<file path="config.mk">
export PLATFORM = sky130hd
export DESIGN_NAME = video_timing_gen
export DESIGN_NICKNAME = d
export VERILOG_FILES = /design/src/rtl/video_timing_gen.sv
export SDC_FILE = /design/constraint.sdc
export NUM_CORES = 1
export LEC_CHECK = 0
export CORE_MARGIN = 2
export CORE_UTILIZATION = 40
export DETAILED_ROUTE_END_ITERATION = 10
export PLACE_DENSITY = 0.73
export SLEW_MARGIN = 40
export SYNTH_ARGS = -nofsm -noshare
export SYNTH_HDL_FRONTEND = slang
export SYNTH_SLANG_ARGS = --single-unit
</file>
<file path="constraint.sdc">
create_clock -name clk_i -period 3.1 [get_ports clk_i]
set_input_delay 0.31 -clock clk_i [delete_from_list [all_inputs] [get_ports clk_i]]
set_output_delay 0.31 -clock clk_i [all_outputs]
set_load 0.1 [all_outputs]
</file>
<file path="src/rtl/video_timing_gen.sv">
// Raster timing generator with built-in test patterns. One pixel per cycle
// with cen_i=1; every output is registered and describes the previous enabled position.
module video_timing_gen #(
  parameter int   H_ACTIVE = 1920,
  parameter int   H_FP     = 88,
  parameter int   H_SYNC   = 44,
  parameter int   H_BP     = 148,
  parameter int   V_ACTIVE = 1080,
  parameter int   V_FP     = 4,
  parameter int   V_SYNC   = 5,
  parameter int   V_BP     = 36,
  parameter logic SYNC_POL = 1'b1
) (
  input  logic        clk_i,
  input  logic        rst_i,
  input  logic        cen_i,
  input  logic [1:0]  pattern_sel_i,
  input  logic [23:0] solid_rgb_i,
  output logic [1:0]  vh_blank_o,
  output logic [2:0]  dvh_sync_o,
  output logic [23:0] vid_rgb_o,
  output logic        sof_o,
  output logic [7:0]  frame_cnt_o
);

  localparam int H_TOTAL = H_ACTIVE + H_FP + H_SYNC + H_BP;
  localparam int V_TOTAL = V_ACTIVE + V_FP + V_SYNC + V_BP;
  localparam int BAR_W   = H_ACTIVE / 8;

  localparam logic [11:0] H_LAST   = 12'(H_TOTAL - 1);
  localparam logic [11:0] V_LAST   = 12'(V_TOTAL - 1);
  localparam logic [11:0] H_ACT    = 12'(H_ACTIVE);
  localparam logic [11:0] V_ACT    = 12'(V_ACTIVE);
  localparam logic [11:0] HS_START = 12'(H_ACTIVE + H_FP);
  localparam logic [11:0] HS_END   = 12'(H_ACTIVE + H_FP + H_SYNC);
  localparam logic [11:0] VS_START = 12'(V_ACTIVE + V_FP);
  localparam logic [11:0] VS_END   = 12'(V_ACTIVE + V_FP + V_SYNC);

  logic [11:0] h_cnt_reg, h_cnt_next;
  logic [11:0] v_cnt_reg, v_cnt_next;
  logic [1:0]  pattern_reg, pattern_next;
  logic [7:0]  frame_reg, frame_next;
  logic [1:0]  vh_blank_reg, vh_blank_next;
  logic [2:0]  dvh_sync_reg, dvh_sync_next;
  logic [23:0] rgb_reg, rgb_next;
  logic        sof_reg, sof_next;
  logic [7:0]  frame_out_reg, frame_out_next;

  logic        at_origin, h_last, v_last;
  logic        h_blank, v_blank, de, hs_on, vs_on;
  logic [23:0] pix_rgb, bar_rgb;
  logic [7:1]  bar_ge;
  logic [2:0]  bar_idx;

  // Bar index is the count of bar edges already passed (thermometer code).
  genvar gi;
  generate
    for (gi = 1; gi < 8; gi++) begin : g_bar_edge
      assign bar_ge[gi] = (h_cnt_reg >= 12'(BAR_W * gi));
    end
  endgenerate

  always_comb begin
    bar_idx = '0;
    for (int i = 1; i < 8; i++) begin
      bar_idx = bar_idx + {2'b00, bar_ge[i]};
    end
  end

  always_comb begin
    bar_rgb = 24'h000000;
    case (bar_idx)
      3'd0:    bar_rgb = 24'hFFFFFF;
      3'd1:    bar_rgb = 24'hFFFF00;
      3'd2:    bar_rgb = 24'h00FFFF;
      3'd3:    bar_rgb = 24'h00FF00;
      3'd4:    bar_rgb = 24'hFF00FF;
      3'd5:    bar_rgb = 24'hFF0000;
      3'd6:    bar_rgb = 24'h0000FF;
      default: bar_rgb = 24'h000000;
    endcase
  end

  always_comb begin
    at_origin = (h_cnt_reg == 12'd0) && (v_cnt_reg == 12'd0);
    h_last    = (h_cnt_reg == H_LAST);
    v_last    = (v_cnt_reg == V_LAST);

    // The pattern chosen at (0,0) already applies to that first pixel.
    pattern_next = at_origin ? pattern_sel_i : pattern_reg;
    h_cnt_next   = h_last ? 12'd0 : h_cnt_reg + 12'd1;
    v_cnt_next   = v_cnt_reg;
    frame_next   = frame_reg;
    if (h_last) begin
      v_cnt_next = v_last ? 12'd0 : v_cnt_reg + 12'd1;
      if (v_last) begin
        frame_next = frame_reg + 8'd1;
      end
    end

    h_blank = (h_cnt_reg >= H_ACT);
    v_blank = (v_cnt_reg >= V_ACT);
    de      = !h_blank && !v_blank;
    hs_on   = (h_cnt_reg >= HS_START) && (h_cnt_reg < HS_END);
    vs_on   = (v_cnt_reg >= VS_START) && (v_cnt_reg < VS_END);

    pix_rgb = 24'h000000;
    case (pattern_next)
      2'd0:    pix_rgb = bar_rgb;
      2'd1:    pix_rgb = {3{h_cnt_reg[10:3]}};
      2'd2:    pix_rgb = (h_cnt_reg[6] ^ v_cnt_reg[6] ^ frame_reg[0]) ? 24'hFFFFFF : 24'h000000;
      default: pix_rgb = solid_rgb_i;
    endcase

    vh_blank_next  = {v_blank, h_blank};
    dvh_sync_next  = {de, vs_on ? SYNC_POL : ~SYNC_POL, hs_on ? SYNC_POL : ~SYNC_POL};
    rgb_next       = de ? pix_rgb : 24'h000000;
    sof_next       = at_origin;
    frame_out_next = frame_reg;
  end

  always_ff @(posedge clk_i) begin
    if (rst_i) begin
      h_cnt_reg     <= '0;
      v_cnt_reg     <= '0;
      pattern_reg   <= '0;
      frame_reg     <= '0;
      vh_blank_reg  <= 2'b11;
      dvh_sync_reg  <= {1'b0, ~SYNC_POL, ~SYNC_POL};
      rgb_reg       <= '0;
      sof_reg       <= 1'b0;
      frame_out_reg <= '0;
    end else if (cen_i) begin
      h_cnt_reg     <= h_cnt_next;
      v_cnt_reg     <= v_cnt_next;
      pattern_reg   <= pattern_next;
      frame_reg     <= frame_next;
      vh_blank_reg  <= vh_blank_next;
      dvh_sync_reg  <= dvh_sync_next;
      rgb_reg       <= rgb_next;
      sof_reg       <= sof_next;
      frame_out_reg <= frame_out_next;
    end
  end

  assign vh_blank_o  = vh_blank_reg;
  assign dvh_sync_o  = dvh_sync_reg;
  assign vid_rgb_o   = rgb_reg;
  assign sof_o       = sof_reg;
  assign frame_cnt_o = frame_out_reg;

endmodule

</file>
; Word level (Yosys, flattened, before mapping)
; Index checks and enable logic that the tools add are counted.
[classes]
n_addsub = 9
mul = 0
div_mod_pow = 0
magnitude_cmp = 13
eq_ne = 10
shift = 0
muxes = 9
n_bitwise = 2
reduce_logical = 12
[ops]
columns = op, n
row1 = $pmux W24 S7, 1
row2 = $ge A12 B11 Y1 const B, 7
row3 = $pmux W24 S3, 1
row4 = $mux W24, 2
row5 = $add A12 B1 Y12 const B, 2
row6 = $ge A12 B10 Y1 const B, 2
row7 = $logic_not A12 Y1, 2
row8 = $mux W12, 2
row9 = $add A3 B1 Y3, 4
row10 = $eq A12 B11 Y1 const B, 1
row11 = $eq A12 B12 Y1 const B, 1
row12 = $ge A12 B8 Y1 const B, 1
row13 = $ge A12 B9 Y1 const B, 1
row14 = $lt A12 B11 Y1 const B, 1
row15 = $lt A12 B12 Y1 const B, 1
row16 = $eq A3 B3 Y1 const B, 3
row17 = $add A8 B1 Y8 const B, 1
row18 = $eq A3 B2 Y1 const B, 2
row19 = $logic_and A1 B1 Y1, 4
row20 = $add A2 B1 Y3, 1
row21 = $eq A3 B1 Y1 const B, 1
row22 = $logic_not A3 Y1, 1
row23 = $reduce_and A3 Y1, 1
row24 = $add A1 B1 Y2, 1
row25 = other kinds (8), 11
[totals]
reg_bits = 72
latchBits = 0
mem_bits_rw = 0
mem_bits_ro = 0
out_inout_bits = 38
word_cells = 64
memories = 0

; Longest topological paths before layout
[logic_depth]
ltp_word = 11
ltp_mapped = 11

; Worst setup path after synthesis
; Ideal clock, no wire load.
[synth_timing]
path_type = reg-to-reg
start = register h_cnt_reg[6]
end = register rgb_reg[16] (netlist: vid_rgb_o[16])
setup_time_ns = 0.078
arrival_time_ns = 3.334
path_slack_ns = -0.312
stages_incl_launch_ff = 12
n_path_buf = 1
period_less_slack_ns = 3.412
cell_sequence = dfxtp_1 -> buf_1 -> nand2_1 -> nor2_1 -> nor4_1 -> fa_1 -> fa_1 -> inv_1 -> fa_1 -> fa_1 -> o21a_2 -> a32oi_1
[synth_via]
elab_chain_cells = 11
word_cells_on_any_way = 35
[synth_lines]
columns = item, line
row1 = "start, declared", 39  ; logic [11:0] h_cnt_reg, h_cnt_next;
row2 = "start signal, assigned", 134  ; h_cnt_reg <= h_cnt_next;
row3 = $ge A12 B8 Y1 / $ge A12 B9 Y1 (equally long branches), 59  ; assign bar_ge[gi] = (h_cnt_reg >= 12'(BAR_W * gi));
row4 = $add A1 B1 Y2, 66  ; bar_idx = bar_idx + {2'b00, bar_ge[i]};
row5 = $add A2 B1 Y3, 66
row6 = $add A3 B1 Y3 (4 in series), 66
row7 = $eq A3 B3 Y1 (tied with other cells), 72  ; case (bar_idx)
row8 = $pmux W24 S7, 72
row9 = $pmux W24 S3, 108  ; case (pattern_next)
row10 = $mux W24 *, 117  ; rgb_next = de ? pix_rgb : 24'h000000;
row11 = "end signal, assigned", 140  ; rgb_reg <= rgb_next;
row12 = "end, declared", 45  ; logic [23:0] rgb_reg, rgb_next;
; Every way passes the cells marked *; elsewhere a longest branch is shown, timed or not.
; A chain may end at the register's enable or synchronous reset.

; Final worst setup path
[layout_timing]
start = register h_cnt_reg[9]
end = register rgb_reg[17] (netlist: vid_rgb_o[17])
; The elaborated chain is that of the path after synthesis.

==> flow_summary.ini <==
[placement]
pre_cts_slack_ns = -0.111
gp_congestion = 0.833
dp_cells = 606
post-dp-hpwl_um = 6820
postPlaceCellArea_mm2 = 0.00437
io_buffers = 66

[timing]
finalHoldViolations = 0
final.period_utilization_pct = 98.1
rsz0062_at_grt = yes
max_freq_ghz = 0.329
worst_slack_ns = 0.0590
period_minus_slack_ns = 3.04
clock_skew_ns = 0.0147
tightest_slew_ns = 0.475
setup_violations = 0
whs_ns = 0.472
relSlewSlack_pct = 67.4
slew_viol_final = 0

[finish]
final_cell_mix = dfxtp_1 (66), nand2_1 (49), nor2_1 (48)
layout_commonest_cell = dfxtp_1
post-route-util_pct = 51.0
nets = 548
antennaDiodeCount = 0
drive_above_1_share_pct = 21.8
area_growth_syn_to_layout_pct = 26.1
fin_area_mm2 = 0.00465
largest_reg_flops = 24
final_cells = 625

[drt]
wl_um = 9680
drc = 0
postRouteAntennaNets = 0
routedWlPerCell_um = 15.5
num_vias = 3468
viasPerCell = 5.55
drtIter0Drc = 170
drt-pass1-iter-count = 5

[logic_synthesis]
yosysUniqueCellTypes = 47
syn-instance-count = 436
postSynthAreaPerCell_um2 = 8.45
synth_nets = 475
ys_ff_latch = 72
yosysWarnings = 0
synth-edff-count = 0
synth_area_mm2 = 0.00368
async_flop_share_pct = 0
synth_seq_area_share_pct = 39.1
synthFlopType = dfxtp_1

[floorplan]
die_h_um = 100
core_area_mm2 = 0.00911
placementRows = 35
die_x_um = 100
initial_core_util_pct = 40.5
ios = 67
floorplan.die_area_mm2 = 0.0100

[worst_setup_path]
critPathSlowestCell = fa_2
crit_chain = buf_12 > nor4_4 > fa_1 > fa_1 > inv_1 > fa_2 > fa_2 > o21a_4 > a32oi_1
critical_path_required_ns = 3.32
ff2ff_setup_slack_ns = 0.06
cp.arrival_ns = 3.26
r2r_cells = 9
worst-path-buf-inv = 2
worstSetupEndpointType = register
criticalPathCategory = register to register
cp.depth = 9
r2r_start = h_cnt_reg[9]$_SDFFE_PP0P_
cp_max_fo = 8
r2r_end = vid_rgb_o[17]$_SDFFE_PP0P_
critPathLaunchType = register
cpPeakStageDelay_ns = 0.54
path_delay_family = adder cells

[clocking]
clk_pin_slew_ns = 0.07
cts_buffers = 9
cts_tree = yes
clk_path_buf_depth = 2
root_buffer = clkbuf_8
h-tree-depth = 3
clkSinkCount = 72
clock_latency_ns = 0.36

[power]
leakage_nw = 1.81
vdd_drop_max_uv = 281
powerDensity_mw_per_mm2 = 488

[global_routing]
grt_max_degree = 49
grt_pass1_vias = 3392
overflow = 0
grtUsageTotal_pct = 19.8
antenna_found_initial = 0
grt_pass1_wl_um = 16100

[min_path]
holdCritPathClass = register to register
min_from = vid_rgb_o[3]$_SDFFE_PP0P_
min_to = vid_rgb_o[3]$_SDFFE_PP0P_
hold_depth = 2

[outcome]
status = complete, no violations

[run]
max_cap_viol_count = 0
==> kinds of logic (layout without fill, tap and decap cells) <==
family	count (synthesis)	count (layout)	synth area share (%)
AO/OA/AOI/OAI	113	113	20.8
flip-flops	72	72	39.1
adder cells (fa/ha/maj)	10	10	4.21
AND/OR/NAND/NOR	161	161	21.4
buffers and inverters	44	122	5.33
multiplexers	12	12	3.40
XOR/XNOR	24	24	5.70
==> power breakdown <==
part | internal, mW | leakage, nW | total (mW) | switching [mW]
clock network | 0.396 | 0.0928 | 0.761 | 0.365
logic | 0.122 | 1.13 | 0.508 | 0.386
registers | 0.965 | 0.589 | 0.999 | 0.0334
==> tightest hold or removal path, cell delays in order, from the launching register on <==
cell	delay, ns
dfxtp_1	0.33
nand2_1	0.06
a32oi_1	0.04
==> worst max path at each step <==
stage                                    from                    endpoint  slack (ns)
finish              h_cnt_reg[9]$_SDFFE_PP0P_  vid_rgb_o[17]$_SDFFE_PP0P_        0.06
CTS                 h_cnt_reg[9]$_SDFFE_PP0P_  vid_rgb_o[17]$_SDFFE_PP0P_        0.02
detailed placement  h_cnt_reg[8]$_SDFFE_PP0P_  vid_rgb_o[17]$_SDFFE_PP0P_       -0.11
floorplan           h_cnt_reg[6]$_SDFFE_PP0P_  vid_rgb_o[16]$_SDFFE_PP0P_       -0.04
global route        h_cnt_reg[9]$_SDFFE_PP0P_  vid_rgb_o[16]$_SDFFE_PP0P_       -0.04
global placement    h_cnt_reg[8]$_SDFFE_PP0P_  vid_rgb_o[16]$_SDFFE_PP0P_      -0.007
==> per-stage QoR <==
stage	TNS (ns)	total power [mW]
floorplan	-0.207	1.41
global placement	-0.0152	1.55
detailed placement	-0.968	1.52
CTS	0	2.27
global route	-0.191	2.34
finish	0	2.27
==> area by class of cell <==
class,count,area [um2]
fillers,835,4460
multi-input cells,320,2120
flip-flops and latches,72,1450
repair buffers,94,693
clock buffers,12,145
well taps,111,139
clock inverters,4,53.8
inverters,12,45.0
==> metal layers <==
metal	share of wire [%]	wire (um)	track usage, %	vias to the layer above
li1	-	-	-	1701
met1	44	4230	25.0	1667
met2	51	4900	33.8	81
met3	3.7	360	3.34	19
met4	2.0	195	7.90	0
met5	0	0	0	-
==> repair_timing <==
| item | CTS | global route |
|---|---|---|
| gates cloned | 0 | 0 |
| hold endpoints to repair | 0 | 0 |
| setup buffers | 1 | 2 |
| hold buffers | 0 | 0 |
| setup endpoints to repair | 16 | 16 |
| resized for setup | 6 | 9 |
| pin swaps | 5 | 2 |
==> cells in the mapped netlist (all sizes together) (2+ instances only) <==
library cell	count	area share, %
a21oi	18	2.4
nor4	4	1.5
nor2	53	5.4
a41oi	2	0.68
nand4	8	1.4
inv	12	1.2
buf	8	1.7
o21ai	34	4.6
dfxtp	72	39
fa	4	2.2
nor2b	2	0.34
ha	6	2.0
nor4bb	2	0.54
clkbuf	24	2.4
a22oi	25	5.1
xor2	12	2.9
nand2b	2	0.34
and3	5	0.85
nor3	5	0.81
a32oi	24	5.7
or3	9	1.7
nand3	10	1.4
xnor2	12	2.9
o21bai	2	0.41
mux2i	11	3.0
or2	3	0.51
and4	2	0.48
nand2	51	5.2
o21a	3	0.71
Power figures use the tool's default switching activity.
